## src/rtl/watch_pkg.sv

```systemverilog
// Shared definitions for the watch seconds decoder.
//   FINE_STATES / COARSE_STATES : number of positions of each watch code
//   COARSE_RESET / FINE_RESET   : code the watch presents out of reset
//   FINE_CODES                  : legal thermometer fine codes, index = value
//   SEG7                        : {g,f,e,d,c,b,a} patterns for digits 0..9
//   scan_state_t                : display multiplex state
package watch_pkg;

  localparam int unsigned FINE_STATES   = 5;
  localparam int unsigned COARSE_STATES = 12;

  localparam logic [11:0] COARSE_RESET = 12'b1000_0000_0000;
  localparam logic [3:0]  FINE_RESET   = 4'b0000;

  localparam logic [FINE_STATES-1:0][3:0] FINE_CODES =
    {4'b1111, 4'b1110, 4'b1100, 4'b1000, 4'b0000};

  localparam logic [9:0][6:0] SEG7 =
    {7'h6F, 7'h7F, 7'h07, 7'h7D, 7'h6D, 7'h66, 7'h4F, 7'h5B, 7'h06, 7'h3F};

  typedef enum logic {
    SCAN_ONES = 1'b0,
    SCAN_TENS = 1'b1
  } scan_state_t;

endpackage

```

## src/rtl/seg7_encoder.sv

```systemverilog
// Combinational BCD to seven-segment encoder.
//   bcd : 4-bit BCD digit (values above 9 give a blank pattern)
//   seg : active-high segments {g,f,e,d,c,b,a}
module seg7_encoder
  import watch_pkg::*;
(
  input  logic [3:0] bcd,
  output logic [6:0] seg
);

  always_comb begin
    seg = '0;
    for (int unsigned i = 0; i < 10; i++) begin
      if (bcd == 4'(i)) seg = SEG7[i];
    end
  end

endmodule

```

## src/rtl/watch_time_decoder.sv

```systemverilog
// Decodes the watch's thermometer/one-hot seconds code into binary and BCD
// seconds, and multiplexes the two BCD digits onto a seven-segment display.
//   clk        : clock, all state on rising edge
//   rst        : synchronous active-high reset
//   sec_fine   : 4-bit thermometer seconds-fine code
//   sec_coarse : 12-bit one-hot seconds-coarse code
//   seconds    : decoded seconds 0..59
//   bcd_tens   : seconds / 10
//   bcd_ones   : seconds mod 10
//   tick       : one-cycle pulse when a new, different seconds value is accepted
//   time_valid : last stable code was legal
//   code_err   : sticky illegal-code flag, cleared only by rst
//   seg        : segments {g,f,e,d,c,b,a} of the selected digit, blank if invalid
//   digit_sel  : 01 = ones digit, 10 = tens digit
module watch_time_decoder
  import watch_pkg::*;
#(
  parameter int unsigned SCAN_DIV = 1000
) (
  input  logic        clk,
  input  logic        rst,
  input  logic [3:0]  sec_fine,
  input  logic [11:0] sec_coarse,
  output logic [5:0]  seconds,
  output logic [3:0]  bcd_tens,
  output logic [3:0]  bcd_ones,
  output logic        tick,
  output logic        time_valid,
  output logic        code_err,
  output logic [6:0]  seg,
  output logic [1:0]  digit_sel
);

  localparam logic [15:0] DIV_LAST = 16'(SCAN_DIV - 1);

  logic [3:0]  s1_fine, s2_fine;
  logic [11:0] s1_coarse, s2_coarse;

  logic        stable;
  logic        fine_ok;
  logic        coarse_ok;
  logic [2:0]  fine_idx;
  logic [3:0]  coarse_idx;
  logic [5:0]  sec_calc;
  logic [3:0]  tens_calc;
  logic [3:0]  ones_calc;

  logic [15:0] presc;
  scan_state_t scan_state;
  logic [3:0]  digit_bcd;
  logic [6:0]  seg_raw;

  // Decode s1; it is only used when s1 matches s2, so s1 stands for both.
  always_comb begin
    stable     = (s1_fine == s2_fine) && (s1_coarse == s2_coarse);
    fine_ok    = 1'b0;
    fine_idx   = '0;
    for (int unsigned i = 0; i < FINE_STATES; i++) begin
      if (s1_fine == FINE_CODES[i]) begin
        fine_ok  = 1'b1;
        fine_idx = 3'(i);
      end
    end
    coarse_ok  = $onehot(s1_coarse);
    coarse_idx = '0;
    for (int unsigned p = 0; p < COARSE_STATES; p++) begin
      if (s1_coarse[p]) coarse_idx = 4'(COARSE_STATES - 1 - p);
    end
    // 5*c + f, at most 59
    sec_calc  = ({2'b00, coarse_idx} << 2) + {2'b00, coarse_idx} + {3'b000, fine_idx};
    tens_calc = 4'(sec_calc / 6'd10);
    ones_calc = 4'(sec_calc % 6'd10);
  end

  always_ff @(posedge clk) begin
    if (rst) begin
      s1_fine    <= FINE_RESET;
      s2_fine    <= FINE_RESET;
      s1_coarse  <= COARSE_RESET;
      s2_coarse  <= COARSE_RESET;
      seconds    <= '0;
      bcd_tens   <= '0;
      bcd_ones   <= '0;
      tick       <= 1'b0;
      time_valid <= 1'b0;
      code_err   <= 1'b0;
    end else begin
      s1_fine   <= sec_fine;
      s1_coarse <= sec_coarse;
      s2_fine   <= s1_fine;
      s2_coarse <= s1_coarse;
      tick      <= 1'b0;
      if (stable) begin
        if (fine_ok && coarse_ok) begin
          seconds    <= sec_calc;
          bcd_tens   <= tens_calc;
          bcd_ones   <= ones_calc;
          time_valid <= 1'b1;
          tick       <= (sec_calc != seconds);
        end else begin
          time_valid <= 1'b0;
          code_err   <= 1'b1;
        end
      end
    end
  end

  assign digit_bcd = (scan_state == SCAN_ONES) ? bcd_ones : bcd_tens;

  seg7_encoder u_seg7 (
    .bcd (digit_bcd),
    .seg (seg_raw)
  );

  // Outputs are registered from the current state, so digit_sel and seg
  // always move together one cycle after the state toggles.
  always_ff @(posedge clk) begin
    if (rst) begin
      presc      <= '0;
      scan_state <= SCAN_ONES;
      digit_sel  <= 2'b01;
      seg        <= '0;
    end else begin
      if (presc == DIV_LAST) begin
        presc      <= '0;
        scan_state <= (scan_state == SCAN_ONES) ? SCAN_TENS : SCAN_ONES;
      end else begin
        presc <= presc + 16'd1;
      end
      digit_sel <= (scan_state == SCAN_ONES) ? 2'b01 : 2'b10;
      seg       <= time_valid ? seg_raw : '0;
    end
  end

endmodule

```

## config.mk

```make
export PLATFORM = sky130hd
export DESIGN_NAME = watch_time_decoder
export DESIGN_NICKNAME = d
export VERILOG_FILES = /design/src/rtl/watch_pkg.sv /design/src/rtl/seg7_encoder.sv /design/src/rtl/watch_time_decoder.sv
export SDC_FILE = /design/constraint.sdc
export NUM_CORES = 1
export LEC_CHECK = 0
export CORE_MARGIN = 4
export CORE_UTILIZATION = 40
export DETAILED_ROUTE_END_ITERATION = 7
export SLEW_MARGIN = 5
export SYNTH_ARGS = -nofsm -noshare
export SYNTH_HDL_FRONTEND = slang
export SYNTH_SLANG_ARGS = --single-unit
```

## constraint.sdc

```tcl
create_clock -name clk -period 7.4 [get_ports clk]
set_input_delay 2.22 -clock clk [delete_from_list [all_inputs] [get_ports clk]]
set_output_delay 2.22 -clock clk [all_outputs]
set_load 0.01 [all_outputs]
```

==> results of run 1 <==
-- flip-flops by register name, summed over array words and instances, names as in the netlist, 2 cells and up --
name	flops
presc	16
s2_coarse	12
seg	7
s1_coarse	12
s1_fine	4
seconds	6
s2_fine	4
bcd_ones	3
bcd_tens	3
digit_sel	2
-- final cells by class --
type                            instances  share of cell area
Clock inverter                          7             0.01756
Clock buffer                            9             0.02850
Timing Repair Buffer                   42             0.09557
Sequential cell                        73              0.3362
Inverter                               31             0.02677
Tap cell                              108             0.03109
Multi-Input combinational cell        293              0.4643
-- cells in the mapped netlist (3+ instances only) --
| cell | count | area, um^2 |
|---|---|---|
| a211oi_1 | 7 | 52.55 |
| a21oi_1 | 24 | 120.1 |
| a311oi_1 | 3 | 26.28 |
| and3_1 | 4 | 25.02 |
| clkbuf_1 | 11 | 41.29 |
| dfxtp_1 | 73 | 1461 |
| fa_1 | 9 | 180.2 |
| ha_1 | 15 | 187.7 |
| inv_1 | 30 | 112.6 |
| nand2_1 | 21 | 78.83 |
| nand2b_1 | 9 | 56.30 |
| nand3_1 | 11 | 55.05 |
| nand4_1 | 6 | 37.54 |
| nor2_1 | 51 | 191.4 |
| nor2b_1 | 28 | 175.2 |
| nor3_1 | 10 | 50.05 |
| nor4_1 | 9 | 56.30 |
| o211ai_1 | 5 | 37.54 |
| o21ai_0 | 11 | 55.05 |
| or2_2 | 4 | 25.02 |
| or3_1 | 3 | 18.77 |
| xnor2_1 | 9 | 78.83 |
| xor2_1 | 30 | 262.8 |
-- power by group through the flow --
stage | Clock [mW] | Sequential [mW] | Combinational [mW]
2_1_floorplan | 0 | 0.419 | 0.0930
3_3_place_gp | 0 | 0.421 | 0.121
3_5_place_dp | 0 | 0.422 | 0.124
4_1_cts | 0.331 | 0.412 | 0.125
5_1_grt | 0.347 | 0.414 | 0.143
6_report | 0.319 | 0.412 | 0.124
-- kinds of logic after synthesis --
group / after synthesis / synth area share
other cells: 1 / 0.001027
flops: 73 / 0.4001
mux: 6 / 0.02090
simple gates: 160 / 0.2199
fa+ha+maj: 24 / 0.1007
buf+inv: 44 / 0.04727
compound gates: 62 / 0.1120
xor+xnor: 40 / 0.09798
-- stage by stage --
step                      area, um^2  cells  total power [mW]  setup slack [ns]  hold WS (ns)
after floorplan                 3652    410            0.5121             2.903        0.4176
after global placement          4146    547            0.5423             2.132        0.4304
after detailed placement        4146    547            0.5460             1.895        0.4455
after CTS                       4347    563            0.8688             1.892        0.4598
after global routing            4347    563            0.9036             1.437        0.4960
final                           4347    563            0.8545             1.890        0.4573
-- critical path, stage by stage (launching register included) --
cell	delay (ns)
dfxtp_1	0.43
fa_1	0.48
fa_1	0.51
inv_1	0.04
fa_1	0.49
fa_1	0.40
inv_1	0.07
ha_1	0.16
inv_1	0.06
fa_1	0.38
a211o_1	0.28
a211oi_1	0.25
nand2_1	0.18
nor2_1	0.76
clkinv_1	0.51
o31ai_1	0.31
nor2b_1	0.14
-- worst paths after layout --
kind | start | endpoint | slack [ns] | depth (start not counted)
setup / recovery | s1_coarse[3] | bcd_tens[0] | 1.89 | 16
hold / removal | presc[0] | presc[0] | 0.46 | 1
setup reg to reg | s1_coarse[3] | bcd_tens[0] | 1.89 | 16
hold reg to reg | presc[0] | presc[0] | 0.46 | 1
-- routing by layer --
layer	vias up	wire [um]	GRT usage
met5	-	0	0
met4	0	114	0.04748
met3	12	284	0.03731
met2	52	3403	0.2364
met1	1246	3604	0.1899
li1	1453	-	-
==> out/results.txt, run 1 <==
Slew Limit Headroom: 0.3767
WL/cell: 13.16 um
Setup-failing EPs final: 0
EDFF count, synth: 0
Synth unique cells: 45
I/O Buffers: 42
Clock Latency Late Sink: 0.34 ns
Crit share post-route: 0.7445
Maxcap violations: 0
Net Sw Frac: 0.2781
Antenna viol nets, final: 0
Synth Flop Type: dfxtp_1
DIE AREA: 10,720 um^2
Most frequent cells in the layout: 73 x dfxtp_1, 51 x nor2_1, 41 x clkdlybuf4s50_1
Post-synthesis area per instance: 8.908 um^2
Pre-Repair DR Iteration Count: 4
Final worst clock skew: 0.009473 ns
Seq/Total Area, Yosys: 0.4001
Max-slew violations: 0
F_max: 0.1815 GHz
Final Critical Period: 5.510 ns
Cells after Synth: 410
CTS tree: built
Final Hold Violating Endpoints: 0
Post-CTS Setup Bufs: 0
Multi-input gate area: 2018 um^2
DR DRC count: 0
Internal: 0.6168 mW
DIE HEIGHT: 103.6 um
Initial antenna violation count: 0
Worst EP arrival: 5.79 ns
DIE WIDTH: 103.6 um
Logic pwr share: 0.145
Static leakage: 1.779 nW
Nets: 492
Async SR Flop Fraction: 0
Commonest non-fill, non-tap cell in the layout: dfxtp_1
Crit end category: register
Critical Path RT: 7.68 ns
Root Driver: clkbuf_8
Inserted Clock Buffers: 9
PostCTS Resize Cnt: 0
Syn_nets: 452
Initial core utilization: 0.4147
#FFs+latches synth: 73
Detail Placement HPWL: 5.486 mm
Outcome: complete, no violations
Sequential power share: 0.482
Critical path fanouts, max: 16
Clock slew at reported path FFs: 0.08 ns
CP Class: register to register
Routed vias/inst: 4.908
First-pass GRT wire length: 12.97 mm
Post-CTS Hold Fix Bufs: 0
N_diodes: 0
1st-iter DRT viols: 102
Startpoint Class: register
Layout cells sized above 1: 0.06374
Final setup TNS: 0 ns
Deepest level of the CTS H-tree: 3
Switching Power: 0.2377 mW
Clock power frac: 0.373
Mapped cell area: 3652 um^2
Core Region: 8806 um^2
Yosys warns: 0
Pwr/cell area: 196.6 nW/um^2
Clock buffer depth: 2
Clock Sinks: 73
Area occupied by registers: 1461 um^2
Filler cells: 854
Final Util: 0.4936
Vias in the first global route: 2,781
Cell row count: 34
Drt total wl: 7.407 mm
Tot GR Track Use: 0.1456
Measured slew at the worst slew-check pin: 0.9315 ns
VDD IR max: 0.09666 mV
Synth-to-Final Area Change: 19.01%
Largest net degree at the start of global routing: 53
# IOs: 44
GR Overflow Total: 0
RSZ-0062 raised after global routing: false
Via count of the routed design: 2,763
Routability cong.: 0.8676
Worst hold path type: register to register
(Power assumes the default switching activity.)
==> run 2: changes to the inputs <==
==> constraint.sdc (replaced) <==
create_clock -name clk -period 4.75 [get_ports clk]
set_input_delay 1.425 -clock clk [delete_from_list [all_inputs] [get_ports clk]]
set_output_delay 1.425 -clock clk [all_outputs]
set_load 0.01 [all_outputs]
==> out/results.txt, run 2 (synthesis gave the netlist of run 1 again) <==
Outcome: complete, no violations
Pwr/cell area: 321.4 nW/um^2 (+63%)
Vias in the first global route: 2,664 (-4.2%)
Pre-CTS setup slack: 0.03597 ns (-1.859 ns)
Initial core utilization: 0.4147 (unchanged)
Startpoint Class: register
CTS tree: built
Placed insts: 556 (+1.6%)
Antenna viol nets, final: 0 (unchanged)
Final setup TNS: 0 ns (unchanged)
I/O Buffers: 42 (unchanged)
Placed instance area: 4214 um^2 (+1.6%)
Final Util: 0.5094 (+0.01577)
Drt total wl: 7.455 mm (+0.65%)
Filler cells: 849 (-0.59%)
First-pass GRT wire length: 12.58 mm (-3.0%)
Tot GR Track Use: 0.1420 (-0.003601)
Critical R2R Capture: bcd_ones[3]
Maxcap violations: 0 (unchanged)
Commonest non-fill, non-tap cell in the layout: dfxtp_1
Measured slew at the worst slew-check pin: 0.5376 ns (-0.3939 ns)
Routed vias/inst: 4.956 (+0.99%)
N_diodes: 0 (unchanged)
VDD IR max: 0.1157 mV (+20%)
Max FFs per register: 16 (unchanged)
WL/cell: 13.03 um (-0.94%)
Final worst clock skew: 0.01088 ns (+0.001402 ns)
Largest net degree at the start of global routing: 53 (unchanged)
Critical path fanouts, max: 6 (-10)
Critical Path RT: 5.00 ns (-2.68 ns)
Worst EP arrival: 4.79 ns (-1.00 ns)
Clock slew at reported path FFs: 0.08 ns (about the same)
Clock Sinks: 73 (unchanged)
RSZ-0062 raised after global routing: true
Worst hold path type: register to register
Static leakage: 1.842 nW (+3.6%)
# IOs: 44 (unchanged)
GR Overflow Total: 0 (unchanged)
Max-slew violations: 0 (unchanged)
Pre-Repair DR Iteration Count: 4 (unchanged)
Registers with the most flip-flops: presc (16), s1_coarse (12), s2_coarse (12)
Crit path to: bcd_ones[3]
Crit path from: s1_coarse[1]
Cell row count: 34 (unchanged)
RR Startpoint: s1_coarse[1]
Crit share post-route: 0.9547 (+0.2101)
Clock Latency Late Sink: 0.35 ns (about the same)
Detail Placement HPWL: 5.524 mm (+0.69%)
Clock buffer depth: 2 (unchanged)
DR DRC count: 0 (unchanged)
Worst setup margin: 0.2152 ns (-1.675 ns)
CP Class: register to register
Setup-failing EPs final: 0 (unchanged)
Initial antenna violation count: 0 (unchanged)
Inserted Clock Buffers: 9 (unchanged)
Routability cong.: 0.8583 (-1.1%)
DIE AREA: 10,720 um^2 (unchanged)
Synth-to-Final Area Change: 22.82%
Final Hold Violating Endpoints: 0 (unchanged)
1st-iter DRT viols: 94 (-7.8%)
Non-Filler Instances: 572 (+1.6%)
Nets: 501 (+1.8%)
Power Total: 1.442 mW (+69%)
Reg2Reg Depth: 21 (+5)
Deepest level of the CTS H-tree: 3 (unchanged)
Post-route cell area: 4486 um^2 (+3.2%)
Crit end category: register
Final Critical Period: 4.535 ns (-0.9748 ns)
Via count of the routed design: 2,835 (+2.6%)
Slew Limit Headroom: 0.6416 (+0.2649)
F_max: 0.2205 GHz (+21%)
DIE HEIGHT: 103.6 um (unchanged)
Most frequent cells in the layout: 68 x dfxtp_1, 51 x nor2_1, 41 x clkdlybuf4s50_1
Register bank with the most flops: presc
Worst reg2reg setup slack: 0.22 ns (-1.68 ns)
Fin Hold WS: 0.4481 ns (-0.009113 ns)
Layout cells sized above 1: 0.09914 (+0.03540)
Root Driver: clkbuf_8
Core Region: 8806 um^2 (unchanged)
DIE WIDTH: 103.6 um (unchanged)
Post-CTS Hold Fix Bufs: 0 (unchanged)
-- run 2: cell types whose count changed in the layout (fill, tap and decap cells not counted), sizes merged --
cell    change
inv         -1
bufinv      +2
clkbuf      +1
buf         +9
clkinv      -2
-- run 2: worst min path at each step --
stage / from / end / slack [ns] / cells after the start
floorplan: presc[0] / presc[0] / 0.42 / 1
global placement: presc[0] / presc[0] / 0.43 / 1
detailed placement: presc[0] / presc[0] / 0.44 / 1
CTS: presc[0] / presc[0] / 0.45 / 1
global route: presc[0] / presc[0] / 0.48 / 1
finish: presc[0] / presc[0] / 0.45 / 1
-- run 2: layer usage --
metal | GRT usage | up-vias | wire, um
li1 | - | 1468 | -
met1 | 0.1866 | 1302 | 3605
met2 | 0.2206 | 56 | 3342
met3 | 0.04478 | 9 | 371
met4 | 0.05033 | 0 | 136
met5 | 0 | - | 0
-- run 2: where the power goes --
part           switching, mW  internal (mW)  total (mW)  leakage (nW)
clock network          0.240          0.351       0.591         0.113
registers             0.0159          0.627       0.643         0.597
logic                  0.112         0.0963       0.208          1.13
total                  0.367           1.07        1.44          1.84
-- run 2: what timing repair did --
action | CTS | global route
hold endpoints to repair | 0 | 0
buffers inserted | 0 | 0
endpoints found under the setup margin | 0 | 6
resized for setup | 0 | 10
-- run 2: layout make-up --
type	instances	area, um^2	area share
repair buffers	51	483.0	0.1077
multi-input cells	293	2042	0.4552
well taps	108	135.1	0.03013
clock inverters	6	113.9	0.02538
clock buffers	10	127.6	0.02845
inverters	31	116.4	0.02594
flip-flops and latches	73	1468	0.3272
-- run 2: worst max-delay path: stages, from the launching register on --
cell      delay [ns]
dfxtp_1         0.35
inv_1           0.11
ha_1            0.15
o21bai_1        0.07
a21oi_1         0.15
o21bai_1        0.07
a21oi_1         0.16
nor2_1          0.06
nor2_1          0.17
inv_1           0.08
fa_1            0.51
fa_1            0.49
nand2b_1        0.24
a21oi_4         0.22
xor2_2          0.15
o211ai_1        0.18
nand4_1         0.15
ha_1            0.28
nor4_1          0.31
a211oi_1        0.08
a31o_2          0.22
a311oi_1        0.24
==> run 3: changes to the inputs <==
--- a/config.mk
+++ b/config.mk
@@ -5,6 +5,7 @@
 export SDC_FILE = /design/constraint.sdc
 export NUM_CORES = 1
 export LEC_CHECK = 0
+export CAP_MARGIN = 20
 export CORE_MARGIN = 4
 export CORE_UTILIZATION = 40
 export DETAILED_ROUTE_END_ITERATION = 7
==> results of run 3 <==
The final DEF is identical to that of run 2; final timing and power are the same.
==> edit (settings of run 3) <==
Change the parameter `SCAN_DIV` from 1000 to 512.
--- a/src/rtl/watch_time_decoder.sv
+++ b/src/rtl/watch_time_decoder.sv
@@ -15,7 +15,7 @@
 module watch_time_decoder
   import watch_pkg::*;
 #(
-  parameter int unsigned SCAN_DIV = 1000
+  parameter int unsigned SCAN_DIV = 512
 ) (
   input  logic        clk,
   input  logic        rst,
Behaviour: no difference found for any inputs over 10 cycles, from zero or initial values and one cycle with rst high; that may be too few to reach the edited logic, so the function may still have changed.
==> edit against run 3 <==
Setup slack better by 47 ps. Synthesized cell count is 0.49% higher. Synthesized area is 2.9% higher. Routed wire length is 1.9% lower. Final area is 1.6% higher. Final cell count is 0.52% higher. Sequential cell count stayed put. Total power is 6.5% lower. Count of clock-buffer cells in the layout is 1 higher. Sequential power hardly changed. Critical endpoint is now bcd_ones[1]$_SDFFE_PP0P_.
==> edit: results (changes against run 3) <==
stage	metric	value	unit	change
pwr	VDD IR-drop max	0.1582	mV	was 0.1157 mV
clocking	cts bufs inserted	9		unchanged
timing	Slew HR	0.3683		was 0.6416
place	HPWL after DPL	5429	µm	was 5524 µm
detailed_routing	Via density	5.026		was 4.956
run_status	status	complete, no violations		unchanged
finish	fillers	910		was 849
grt	GR Util met3	0.03088		was 0.04478
pwr	switching power	0.0003528	W	was 0.0003675 W
setup_path	Worst setup endpoint	bcd_ones[1]$_SDFFE_PP0P_		was bcd_ones[3]$_SDFFE_PP0P_
finish	fraction of layout cells with a size suffix above 1	0.1013		was 0.09914
synthesis	top post-synthesis cells by area	dfxtp_1 39%, xnor2_1 6.5%, nor2b_1 5.2%		was dfxtp_1 40%, xor2_1 7.2%, nor2_1 5.2%
place	routability congestion estimate from global placement	0.8287		was 0.8583
synthesis	Distinct cells, synth	56		was 45
detailed_routing	DRT iter0 DRCs	73		was 94
synthesis	Seq/Total Area, Yosys	0.3889		was 0.4001
setup_path	worst-path fanout max	4		was 6
grt	met2 usage in global routing	0.2346		was 0.2206
timing	skew final	10.81	ps	was 10.88 ps
pwr	static leakage	1.801	nW	was 1.842 nW
grt	M1 GR Usage	0.1722		was 0.1866
clocking	CTS Buffer Depth	2		unchanged
setup_path	Arrival @ worst endpoint	4750	ps	was 4790 ps
grt	number of global-route vias before repair	2737		was 2664
grt	All-Layer GR Usage	0.1402		was 0.1420
synthesis	syn_nets	454		was 452
detailed_routing	final WL	7313	µm	was 7455 µm
finish	Nets	502		was 501
synthesis	Post-synth top cells	73 x dfxtp_1, 49 x nor2_1, 34 x inv_1		was 73 x dfxtp_1, 51 x nor2_1, 30 x inv_1, 30 x xor2_1, 28 x nor2b_1
place	Place WS	80.10	ps	was 35.97 ps
timing	final hold slack	490.1	ps	was 448.1 ps
setup_path	slack of the worst reg-to-reg path	260	ps	was 220 ps
timing	fin crit share	0.9448		was 0.9547
finish	biggest regs	presc x16, s1_coarse x12, s2_coarse x12		unchanged
-- edit: cell count changes in the layout (fill, tap and decap cells not counted), sizes merged, moves of 5 or more --
cell / change
xor2: -17
o21ai: -6
a21oi: -12
xnor2: +19
mux2i: +5
-- edit: power groups by stage --
stage	sequential, W	combinational, W	clock, W
after floorplan	0.000656	0.000146	0
after global placement	0.000656	0.000193	0
after detailed placement	0.000657	0.000199	0
after CTS	0.000643	0.000201	0.000519
after global routing	0.000646	0.000234	0.000546
final	0.000643	0.000203	0.000501
-- edit: kinds of logic after synthesis --
logic type,after synthesis,synth area share
flip-flops,73,0.3889
AO/OA/AOI/OAI,51,0.1029
XOR/XNOR,42,0.09990
adder cells (fa/ha/maj),24,0.09790
buffers and inverters,50,0.05327
AND/OR/NAND/NOR,161,0.2288
other,1,0.0009980
multiplexers,10,0.02731
-- edit: layout make-up --
cell class	count	area, µm²	area share
Multi-Input combinational cell	289	2123	0.4661
Clock inverter	4	51.30	0.01126
Timing Repair Buffer	52	494.2	0.1085
Tap cell	111	138.9	0.03049
Clock buffer	11	151.4	0.03323
Sequential cell	73	1464	0.3213
Inverter	35	132.6	0.02911
-- edit: per-layer routing --
layer | routed length [µm] | part of all wire
met5 | 0 | 0
met3 | 273 | 0.037
met1 | 3386 | 0.46
met2 | 3483 | 0.48
met4 | 170 | 0.023
-- edit: metrics by stage --
step,total power (W),util,instances,instance area [µm²]
after CTS,0.001363,0.4909,574,4514
after floorplan,0.0008013,-,412,3757
after global routing,0.001426,0.4954,575,4556
after global placement,0.0008496,0.4688,559,4312
after detailed placement,0.0008565,0.4688,559,4312
final,0.001348,0.4954,575,4556
-- edit: repair_timing --
item	4_1_cts	5_1_grt
resized for setup	0	9
setup buffers	0	1
setup endpoints to repair	0	12
